$ cat config.mk
export PLATFORM = sky130hd
export DESIGN_NAME = pipelined_wallace_multiplier
export DESIGN_NICKNAME = d
export VERILOG_FILES = /design/src/rtl/multiplier_pkg.sv /design/src/rtl/adder.sv /design/src/rtl/csa_row_reduce.sv /design/src/rtl/full_adder.sv /design/src/rtl/half_adder.sv /design/src/rtl/pipelined_wallace_multiplier.sv
export SDC_FILE = /design/constraint.sdc
export NUM_CORES = 1
export LEC_CHECK = 0
export ABC_AREA = 0
export CORE_MARGIN = 1
export CORE_UTILIZATION = 66
export DETAILED_ROUTE_END_ITERATION = 10
export PLACE_DENSITY = 0.94
export SETUP_SLACK_MARGIN = 0.4
export SLEW_MARGIN = 20
export SYNTH_ARGS = -nofsm -noshare
export SYNTH_HDL_FRONTEND = slang
export SYNTH_HIERARCHICAL = 1
export SYNTH_SLANG_ARGS = --single-unit
$ cat constraint.sdc
create_clock -name clk_i -period 8.5 [get_ports clk_i]
set_input_delay 1.7 -clock clk_i [delete_from_list [all_inputs] [get_ports clk_i]]
set_output_delay 1.7 -clock clk_i [all_outputs]
set_load 0.02 [all_outputs]
$ cat src/rtl/multiplier_pkg.sv
// Shared types and elaboration-time helpers for the pipelined Wallace multiplier.
// Row-count helpers size the carry-save tree levels.
package multiplier_pkg;

    typedef enum logic {
        MultUnsigned = 1'b0,
        MultSigned   = 1'b1
    } mult_mode_e;

    // One level turns every group of three rows into two; leftover rows keep their count.
    function automatic int reduce_rows(int rows);
        return 2 * (rows / 3) + rows % 3;
    endfunction

    function automatic int rows_at_level(int rows, int level);
        int r;
        r = rows;
        for (int i = 0; i < level; i++) begin
            r = reduce_rows(r);
        end
        return r;
    endfunction

    function automatic int wallace_levels(int rows);
        int r;
        int n;
        r = rows;
        n = 0;
        while (r > 2) begin
            r = reduce_rows(r);
            n++;
        end
        return n;
    endfunction

endpackage

$ cat src/rtl/adder.sv
// Modular carry-propagate adder, sum wraps at 2^Width.
// Purely combinational, no flow control.
module adder #(
    parameter int Width = 8
) (
    input  logic [Width-1:0] a_i,
    input  logic [Width-1:0] b_i,
    output logic [Width-1:0] sum_o
);

    assign sum_o = a_i + b_i;

endmodule

$ cat src/rtl/csa_row_reduce.sv
// One Wallace level: rows in groups of three go through full adders, a leftover pair through
// half adders, a single leftover row passes straight through. Combinational, no flow control.
module csa_row_reduce
    import multiplier_pkg::*;
#(
    parameter int Width   = 8,
    parameter int InRows  = 3,
    parameter int OutRows = reduce_rows(InRows)
) (
    input  logic [InRows*2*Width-1:0]  rows_i,
    output logic [OutRows*2*Width-1:0] rows_o
);

    localparam int Cols   = 2 * Width;
    localparam int Groups = InRows / 3;
    localparam int Rem    = InRows % 3;

    for (genvar g = 0; g < Groups; g++) begin : g_fa
        localparam int Ia = (3 * g) * Cols;
        localparam int Ib = (3 * g + 1) * Cols;
        localparam int Ic = (3 * g + 2) * Cols;
        localparam int Os = (2 * g) * Cols;
        localparam int Oc = (2 * g + 1) * Cols;

        for (genvar b = 0; b < Cols - 1; b++) begin : g_col
            full_adder u_fa (
                .a_i    (rows_i[Ia + b]),
                .b_i    (rows_i[Ib + b]),
                .c_i    (rows_i[Ic + b]),
                .sum_o  (rows_o[Os + b]),
                .carry_o(rows_o[Oc + b + 1])
            );
        end

        // The product is taken modulo 2^Cols, so the top column only needs its sum bit.
        assign rows_o[Os + Cols - 1] = rows_i[Ia + Cols - 1] ^ rows_i[Ib + Cols - 1]
                                     ^ rows_i[Ic + Cols - 1];
        assign rows_o[Oc] = 1'b0;
    end

    if (Rem == 2) begin : g_ha
        localparam int Ia = (3 * Groups) * Cols;
        localparam int Ib = (3 * Groups + 1) * Cols;
        localparam int Os = (2 * Groups) * Cols;
        localparam int Oc = (2 * Groups + 1) * Cols;

        for (genvar b = 0; b < Cols - 1; b++) begin : g_col
            half_adder u_ha (
                .a_i    (rows_i[Ia + b]),
                .b_i    (rows_i[Ib + b]),
                .sum_o  (rows_o[Os + b]),
                .carry_o(rows_o[Oc + b + 1])
            );
        end

        assign rows_o[Os + Cols - 1] = rows_i[Ia + Cols - 1] ^ rows_i[Ib + Cols - 1];
        assign rows_o[Oc] = 1'b0;
    end else if (Rem == 1) begin : g_pass
        assign rows_o[2 * Groups * Cols +: Cols] = rows_i[3 * Groups * Cols +: Cols];
    end

endmodule

$ cat src/rtl/full_adder.sv
// 3:2 counter cell used in the carry-save tree.
// Purely combinational, no flow control.
module full_adder (
    input  logic a_i,
    input  logic b_i,
    input  logic c_i,
    output logic sum_o,
    output logic carry_o
);

    assign sum_o   = a_i ^ b_i ^ c_i;
    assign carry_o = (a_i & b_i) | (c_i & (a_i ^ b_i));

endmodule

$ cat src/rtl/half_adder.sv
// 2:2 counter cell used in the carry-save tree.
// Purely combinational, no flow control.
module half_adder (
    input  logic a_i,
    input  logic b_i,
    output logic sum_o,
    output logic carry_o
);

    assign sum_o   = a_i ^ b_i;
    assign carry_o = a_i & b_i;

endmodule

$ cat src/rtl/pipelined_wallace_multiplier.sv
// Three-stage signed/unsigned Wallace multiplier: operands -> carry-save rows -> product.
// Every stage advances only when S3 is empty or being drained; in_ready drops in the same cycle.
module pipelined_wallace_multiplier
    import multiplier_pkg::*;
#(
    parameter int Width = 8
) (
    input  logic               clk_i,
    input  logic               rst_i,
    input  logic               in_valid_i,
    output logic               in_ready_o,
    input  logic               signed_i,
    input  logic [Width-1:0]   data_in1_i,
    input  logic [Width-1:0]   data_in2_i,
    output logic               out_valid_o,
    input  logic               out_ready_i,
    output logic [2*Width-1:0] data_out_o
);

    localparam int Cols   = 2 * Width;
    localparam int PpRows = Width + 1;
    localparam int Levels = wallace_levels(PpRows);

    logic               en;

    logic               s1_vld_q, s1_vld_d;
    logic [Width-1:0]   s1_a_q, s1_a_d;
    logic [Width-1:0]   s1_b_q, s1_b_d;
    mult_mode_e         s1_mode_q, s1_mode_d;

    logic               s2_vld_q, s2_vld_d;
    logic [Cols-1:0]    s2_sum_q, s2_sum_d;
    logic [Cols-1:0]    s2_carry_q, s2_carry_d;

    logic               s3_vld_q, s3_vld_d;
    logic [Cols-1:0]    s3_dat_q, s3_dat_d;

    logic [PpRows*Cols-1:0] pp_rows;
    logic [2*Cols-1:0]      tree_rows;
    logic [Cols-1:0]        final_sum;

    assign en          = ~s3_vld_q | out_ready_i;
    assign in_ready_o  = en;
    assign out_valid_o = s3_vld_q;
    assign data_out_o  = s3_dat_q;

    // Baugh-Wooley: invert the MSB row and column (not their shared corner) and add a
    // constant row with ones at columns Width and 2*Width-1; all of it gated by the mode.
    always_comb begin
        pp_rows = '0;
        for (int i = 0; i < Width; i++) begin
            for (int j = 0; j < Width; j++) begin
                pp_rows[i * Cols + i + j] = (s1_a_q[j] & s1_b_q[i])
                    ^ ((s1_mode_q == MultSigned) && ((i == Width - 1) != (j == Width - 1)));
            end
        end
        if (s1_mode_q == MultSigned) begin
            pp_rows[Width * Cols + Width]    = 1'b1;
            pp_rows[Width * Cols + Cols - 1] = 1'b1;
        end
    end

    for (genvar k = 0; k < Levels; k++) begin : g_lvl
        localparam int InRows  = rows_at_level(PpRows, k);
        localparam int OutRows = rows_at_level(PpRows, k + 1);

        logic [InRows*Cols-1:0]  rows_in;
        logic [OutRows*Cols-1:0] rows_out;

        if (k == 0) begin : g_src
            assign rows_in = pp_rows;
        end else begin : g_src
            assign rows_in = g_lvl[k-1].rows_out;
        end

        csa_row_reduce #(
            .Width  (Width),
            .InRows (InRows),
            .OutRows(OutRows)
        ) u_csa (
            .rows_i(rows_in),
            .rows_o(rows_out)
        );
    end

    assign tree_rows = g_lvl[Levels-1].rows_out;

    adder #(
        .Width(Cols)
    ) u_final_add (
        .a_i  (s2_sum_q),
        .b_i  (s2_carry_q),
        .sum_o(final_sum)
    );

    always_comb begin
        s1_vld_d   = s1_vld_q;
        s1_a_d     = s1_a_q;
        s1_b_d     = s1_b_q;
        s1_mode_d  = s1_mode_q;
        s2_vld_d   = s2_vld_q;
        s2_sum_d   = s2_sum_q;
        s2_carry_d = s2_carry_q;
        s3_vld_d   = s3_vld_q;
        s3_dat_d   = s3_dat_q;

        if (en) begin
            s1_vld_d = in_valid_i;
            s2_vld_d = s1_vld_q;
            s3_vld_d = s2_vld_q;
            // Data registers only load behind a valid bit, so bubbles leave the last result in place.
            if (in_valid_i) begin
                s1_a_d    = data_in1_i;
                s1_b_d    = data_in2_i;
                s1_mode_d = signed_i ? MultSigned : MultUnsigned;
            end
            if (s1_vld_q) begin
                s2_sum_d   = tree_rows[Cols-1:0];
                s2_carry_d = tree_rows[2*Cols-1:Cols];
            end
            if (s2_vld_q) begin
                s3_dat_d = final_sum;
            end
        end
    end

    always_ff @(posedge clk_i) begin
        if (rst_i) begin
            s1_vld_q   <= 1'b0;
            s1_a_q     <= '0;
            s1_b_q     <= '0;
            s1_mode_q  <= MultUnsigned;
            s2_vld_q   <= 1'b0;
            s2_sum_q   <= '0;
            s2_carry_q <= '0;
            s3_vld_q   <= 1'b0;
            s3_dat_q   <= '0;
        end else begin
            s1_vld_q   <= s1_vld_d;
            s1_a_q     <= s1_a_d;
            s1_b_q     <= s1_b_d;
            s1_mode_q  <= s1_mode_d;
            s2_vld_q   <= s2_vld_d;
            s2_sum_q   <= s2_sum_d;
            s2_carry_q <= s2_carry_d;
            s3_vld_q   <= s3_vld_d;
            s3_dat_q   <= s3_dat_d;
        end
    end

endmodule

==> metrics.md, run 1 <==
| Metric | Value |
|---|---|
| Nature of the critical path endpoint | `primary output` |
| First DRT Iteration DRCs | `310` |
| Synth Area in Compound Gates | `0.152` |
| Worst min path class | `flop to flop` |
| CTS Buf Count | `9` |
| RePlAce Congestion | `0.889` |
| Setup ws final | `3.36 ns` |
| Status | `finished, final reports clean` |
| Maximum Capacitance Violations | `0` |
| Cell taking the most area after synthesis | `fa_1` |
| Fillcell total | `626` |
| Overall routing resource usage | `0.304` |
| Crit start category | `primary input` |
| Buffers on Ports | `38` |
| Total power | `0.00116 W` |
| Pre-CTS setup slack | `3.37 ns` |
| Post-layout util | `0.759` |
| Avg Inst Size Synth | `10.0 um^2` |
| Longest Clk Path Bufs | `2` |
| # resized after CTS | `0` |
| Post-Synth XOR/XNOR Area | `0.0663` |
| Clock skew after layout | `0.00930 ns` |
| Hold slack | `0.479 ns` |
| Synth cell types | `42` |
| Post-synth top cells | `fa_1, a21oi_1, nand3_1` |
| Post-synthesis adder-cell area fraction | `0.364` |
| First-pass GRT wire length | `23.7 mm` |
| Die height | `100 um` |
| Vias in the first global route | `5223` |
| CTS tree | `done` |
| Number of flops mapped to enable cells by yosys | `0` |
| Layout cell share with drive strength beyond 1 | `0.0523` |
| Clock Latency Late Sink | `0.35 ns` |
| Cell leakage power | `3.00 nW` |
| Endpoints failing setup | `0` |
| # DRC | `0` |
| # hold bufs at CTS | `0` |
| Core area | `0.00928 mm^2` |
| Via count | `4757` |
| VDD IR max | `0.139 mV` |
| Initial antenna violation count | `0` |
| DR WL/cell | `16.1 um` |
| Total Die Area | `0.0100 mm^2` |
| ANT nets after route | `0` |
| Area Overhead vs Synth | `11.1%` |
| Pre-Repair DR Iteration Count | `5` |
| DR vias/cell | `5.68` |
| Largest net degree at the start of global routing | `69` |
| Period utilization | `0.604` |
| Total Wirelength | `13.5 mm` |
| # diodes | `0` |
| Tmin final | `5.14 ns` |
| Least-Margin Pin Slew | `0.871 ns` |
| Post-synth ARST share | `0` |
| Mux share of post-synthesis cell area | `0.00158` |
| Kind of critical path | `primary input to primary output` |
| CP arrival | `3.44 ns` |
| Sequential area share after synthesis | `0.215` |
| Fin Setup TNS | `0 ns` |
| Fmax | `195 MHz` |
| Syn. warnings | `6` |
| Mapped Cells | `633` |
| Simple-Gate Fraction of Synth Area | `0.130` |
| Largest cells by area after synthesis | `fa_1, dfxtp_1, a21oi_1` |
| Root buf cell | `clkbuf_8` |
| Layout net count | `845` |
| Site row count | `35` |
| Relative slew margins | `0.419` |
| Post-CTS repair timing setup buffer count | `0` |
| Clock sink count | `68` |
| Crit path required time | `6.80 ns` |
| Yosys reg bits | `68` |
| Final Hold Vio Count | `0` |
| Clk slew on worst S/H paths | `0.08 ns` |
| Power per cell area | `165 mW/mm^2` |
| GRT overflow | `0` |
| Horiz. Die Dim | `100 um` |
| # H-tree levels | `3` |
| Max-slew violation count | `0` |
| Yosys top cell area share | `0.335` |
| Count leader, synth | `fa_1` |
| Post-synthesis cell area | `0.00634 mm^2` |
| Initial Util | `0.683` |
| RSZ-0062 raised after global routing | `false` |
| IO Count | `39` |
| Top FF cell, synth | `dfxtp_1` |
| HPWL Detailed | `9.94 mm` |
| Largest family of logic cells by synthesized area | `adder cells` |
| Worst-path maximum fanout | `68` |
where the power goes:
part / switching, W / leakage [nW] / total, W / internal [W]
Sequential: 0.0000295 / 0.555 / 0.000379 / 0.000350
Clock: 0.000128 / 0.120 / 0.000323 / 0.000195
Combinational: 0.000237 / 2.32 / 0.000460 / 0.000223
Total: 0.000394 / 3.00 / 0.00116 / 0.000768
cell type report:
cell class              instances  area (um^2)  area share
multi-input cells             574         4850       0.688
flip-flops and latches         68         1360       0.193
repair buffers                 42          405      0.0575
well taps                     129          161      0.0229
clock buffers                  10          128      0.0181
clock inverters                 6          113      0.0160
inverters                       8         30.0     0.00426
logic make-up after synthesis:
group                      count (synthesis)
AOI/OAI and AO/OA                        173
and+or+nand+nor                          158
adders and majority gates                121
buffers and inverters                     71
DFF                                       68
xor gates and xnor gates                  36
other                                      5
muxes                                      1
through the flow:
step                instances  instance area, um^2
floorplan                 713                 6640
global placement          821                 6810
detailed placement        821                 6810
CTS                       837                 7050
global route              837                 7050
finish                    837                 7050
flip-flops by register name, summed over array words and instances, names as in the netlist:
signal,cells
s1_b_q,8
s2_carry_q,16
s2_vld_q,1
s2_sum_q,16
data_out_o,16
s1_vld_q,1
s1_mode_q,1
s1_a_q,8
out_valid_o,1
critical path: stages:
cell and delay [ns]:
clkdlybuf4s50_1 0.44, nor2b_4 0.11, buf_4 0.54, inv_2 0.07, clkdlybuf4s50_1 0.55
cells in the final DEF, fill, tap and decap left out, types with 2 or more instances in the layout:
cell	n
nand3_1	70
dfxtp_1	68
clkinv_4	2
ha_1	15
fa_1	106
o21ai_1	32
o21bai_1	2
a21oi_2	7
clkbuf_8	9
buf_4	4
a21oi_1	78
xnor2_1	24
o21ai_0	40
inv_2	4
and2_1	50
clkdlybuf4s50_1	37
conb_1	85
nand2_1	26
o211ai_1	3
bufinv_16	3
xor3_1	7
a21o_1	2
inv_1	3
xor2_1	5
nor3_1	3
nor2_1	5
layer usage:
metal / up-vias / global-route usage / share of wire
met1: 2390 / 0.352 / 0.37
li1: 2180 / - / -
met2: 149 / 0.568 / 0.56
met3: 38 / 0.0411 / 0.046
met5: - / 0 / 0
met4: 0 / 0.120 / 0.028
worst paths after layout:
path	start	endpoint	slack [ns]	depth (start not counted)
hold reg to reg	data_out_o[1]	data_out_o[1]	0.48	2
setup / recovery	out_ready_i	in_ready_o	3.36	5
hold / removal	data_out_o[1]	data_out_o[1]	0.48	2
setup reg to reg	s1_mode_q	s2_sum_q[11]	4.94	7
No activity file was read; power rests on OpenSTA's default activity.
==> run 2: changes to the inputs <==
- CORE_UTILIZATION: 66 -> 61
- PLACE_DENSITY: 0.94 -> 0.89
- clock period: 8.5 -> 5.39 ns (I/O delays scaled with it)
==> metrics.md, run 2 (synthesis gave the netlist of run 1 again) <==
| Metric | Value |
|---|---|
| Clock sink count | `68 (unchanged)` |
| Kind of critical path | `flop to flop` |
| Clock Latency Late Sink | `0.36 ns (about the same)` |
| Nature of the critical path endpoint | `flop` |
| Total Wirelength | `13.6 mm (+0.55%)` |
| Most frequent cells in the layout | `fa_1, conb_1, a21oi_1` |
| Worst-path maximum fanout | `17 (-75%)` |
| Root buf cell | `clkbuf_8` |
| Switching portion of total power | `0.361 (+0.0220)` |
| Endpoints failing setup | `0 (unchanged)` |
| GRT overflow | `0 (unchanged)` |
| Buffers on Ports | `38 (unchanged)` |
| First DRT Iteration DRCs | `348 (+12%)` |
| Slowest CP cell | `dfxtp_1` |
| Tmin final | `3.52 ns` |
| Reg2reg path depth | `7 (unchanged)` |
| RePlAce Congestion | `0.944 (+6.3%)` |
| Most frequent CP cell | `fa_1` |
| Seq pwr share | `0.342 (+0.016)` |
| Commonest non-fill, non-tap cell in the layout | `fa_1` |
| Post-CTS repair timing setup buffer count | `0 (unchanged)` |
| Period utilization | `0.653` |
| Worst min path class | `flop to flop` |
| Power per cell area | `249 mW/mm^2 (+51%)` |
| Largest net degree at the start of global routing | `69 (unchanged)` |
| Relative slew margins | `0.424 (+0.00534)` |
| CP arrival | `3.80 ns (+0.36 ns)` |
| # diodes | `0 (unchanged)` |
| RR Endpoint | `s2_sum_q[9]` |
| DR vias/cell | `5.73 (+0.86%)` |
| Total power | `0.00175 W (+50%)` |
| Setup crit start | `s1_mode_q` |
| Fmax | `284 MHz` |
| Finished Layout Cells | `841 (+0.48%)` |
| Crit start category | `flop` |
| Clock share of power | `0.243 (-0.035)` |
| Via count | `4821 (+1.3%)` |
| Int Pwr | `0.00112 W (+45%)` |
| RSZ-0062 raised after global routing | `false` |
| Final Hold Vio Count | `0 (unchanged)` |
| Clk slew on worst S/H paths | `0.08 ns (about the same)` |
| Die height | `104 um (+3.9%)` |
| Setup ws final | `1.87 ns (-1.49 ns)` |
| Pre-CTS setup slack | `1.88 ns (-1.49 ns)` |
| CTS tree | `done` |
| CTS Buf Count | `9 (unchanged)` |
| CP peak stage delay | `0.89 ns (+0.34 ns)` |
| Crit path capture | `s2_sum_q[9]` |
| Initial antenna violation count | `0 (unchanged)` |
| Reg2reg start | `s1_mode_q` |
| Maximum Capacitance Violations | `0 (unchanged)` |
| Status | `finished, final reports clean` |
| Layout net count | `845 (unchanged)` |
| R2r setup slk | `1.87 ns (-3.07 ns)` |
| Crit path required time | `5.67 ns (-1.13 ns)` |
| Least-Margin Pin Slew | `0.863 ns (-0.00800 ns)` |
| Horiz. Die Dim | `104 um (+3.9%)` |
| HPWL Detailed | `10.1 mm (+1.7%)` |
| VDD IR max | `0.213 mV (+54%)` |
| First-pass GRT wire length | `24.5 mm (+3.6%)` |
| Core area | `0.00991 mm^2 (+6.7%)` |
| Initial Util | `0.640 (-0.0431)` |
| Logic pwr share | `0.414 (+0.018)` |
| Overall routing resource usage | `0.286 (-0.0179)` |
| Area Overhead vs Synth | `10.4%` |
| # hold bufs at CTS | `0 (unchanged)` |
| Critical path cell sequence | `xnor2_1, fa_1, fa_1, fa_1, fa_1, nand3_1, a21oi_1` |
| DR WL/cell | `16.1 um (about the same)` |
| Longest Clk Path Bufs | `2 (unchanged)` |
| Net Switching | `0.000631 W (+60%)` |
| Clock skew after layout | `0.00884 ns (-0.000461 ns)` |
| Fin Setup TNS | `0 ns (unchanged)` |
| Max-slew violation count | `0 (unchanged)` |
| Cell leakage power | `2.97 nW (-0.93%)` |
| # H-tree levels | `3 (unchanged)` |
| Site row count | `36 (+2.9%)` |
| Total Die Area | `0.0108 mm^2 (+8.0%)` |
| # resized after CTS | `0 (unchanged)` |
| ANT nets after route | `0 (unchanged)` |
| Layout cell share with drive strength beyond 1 | `0.0523 (unchanged)` |
| Pre-Repair DR Iteration Count | `5 (unchanged)` |
| Vias in the first global route | `5342 (+2.3%)` |
| IO Count | `39 (unchanged)` |
| # DRC | `0 (unchanged)` |
| Placed Cells incl. Taps | `825 (+0.49%)` |
-- run 2: cell count changes in the layout (fill, tap and decap cells not counted) --
| cell | delta |
|---|---|
| bufinv_16 | -2 |
| clkinv_4 | -2 |
| clkinvlp_4 | +2 |
| clkinv_2 | +1 |
| inv_6 | +1 |
-- run 2: metrics by stage --
step / utilization / hold WS [ns] / cell area [um^2]
global route: 0.707 / 0.508 / 7000
CTS: 0.707 / 0.484 / 7000
finish: 0.707 / 0.483 / 7000
floorplan: - / 0.458 / 6640
global placement: 0.687 / 0.466 / 6810
detailed placement: 0.687 / 0.472 / 6810
-- run 2: final cells by class --
type	instances	area, um^2
Clock buffer	10	128
Timing Repair Buffer	42	405
Sequential cell	68	1360
Multi-Input combinational cell	574	4850
Clock inverter	6	63.8
Tap cell	133	166
Inverter	8	30.0
Fill cell	732	2910
-- run 2: worst max-delay path: cells and delay by family (launching register included) --
kind | cells | cell delay (ns)
fa+ha+maj | 4 | 2.09
flops | 1 | 0.89
xor+xnor | 1 | 0.20
compound gates | 1 | 0.17
simple gates | 1 | 0.08
-- run 2: worst min-delay path by stage --
| stage | slack [ns] | to | start | cells past startpoint |
|---|---|---|---|---|
| after floorplan | 0.46 | s2_carry_q[8] | s2_carry_q[8] | 2 |
| after global placement | 0.47 | data_out_o[1] | data_out_o[1] | 2 |
| after detailed placement | 0.47 | s2_carry_q[0] | s2_carry_q[0] | 2 |
| after CTS | 0.48 | s2_carry_q[14] | s2_carry_q[14] | 2 |
| after global routing | 0.51 | s2_carry_q[14] | s2_carry_q[14] | 2 |
| final | 0.48 | s2_carry_q[14] | s2_carry_q[14] | 2 |
-- run 2: power groups by stage --
stage	combinational (W)	clock (W)	sequential [W]
2_1_floorplan	0.000587	0	0.000593
3_3_place_gp	0.000665	0	0.000604
3_5_place_dp	0.000702	0	0.000608
4_1_cts	0.000706	0.000429	0.000596
5_1_grt	0.000839	0.000453	0.000604
6_report	0.000723	0.000425	0.000598
-- run 2: layer usage --
metal | track usage | routed length, um | vias up | part of all wire
li1 | - | - | 2180 | -
met5 | 0 | 0 | - | 0
met2 | 0.532 | 7630 | 153 | 0.56
met4 | 0.133 | 329 | 0 | 0.024
met1 | 0.325 | 5010 | 2458 | 0.37
met3 | 0.0351 | 600 | 30 | 0.044
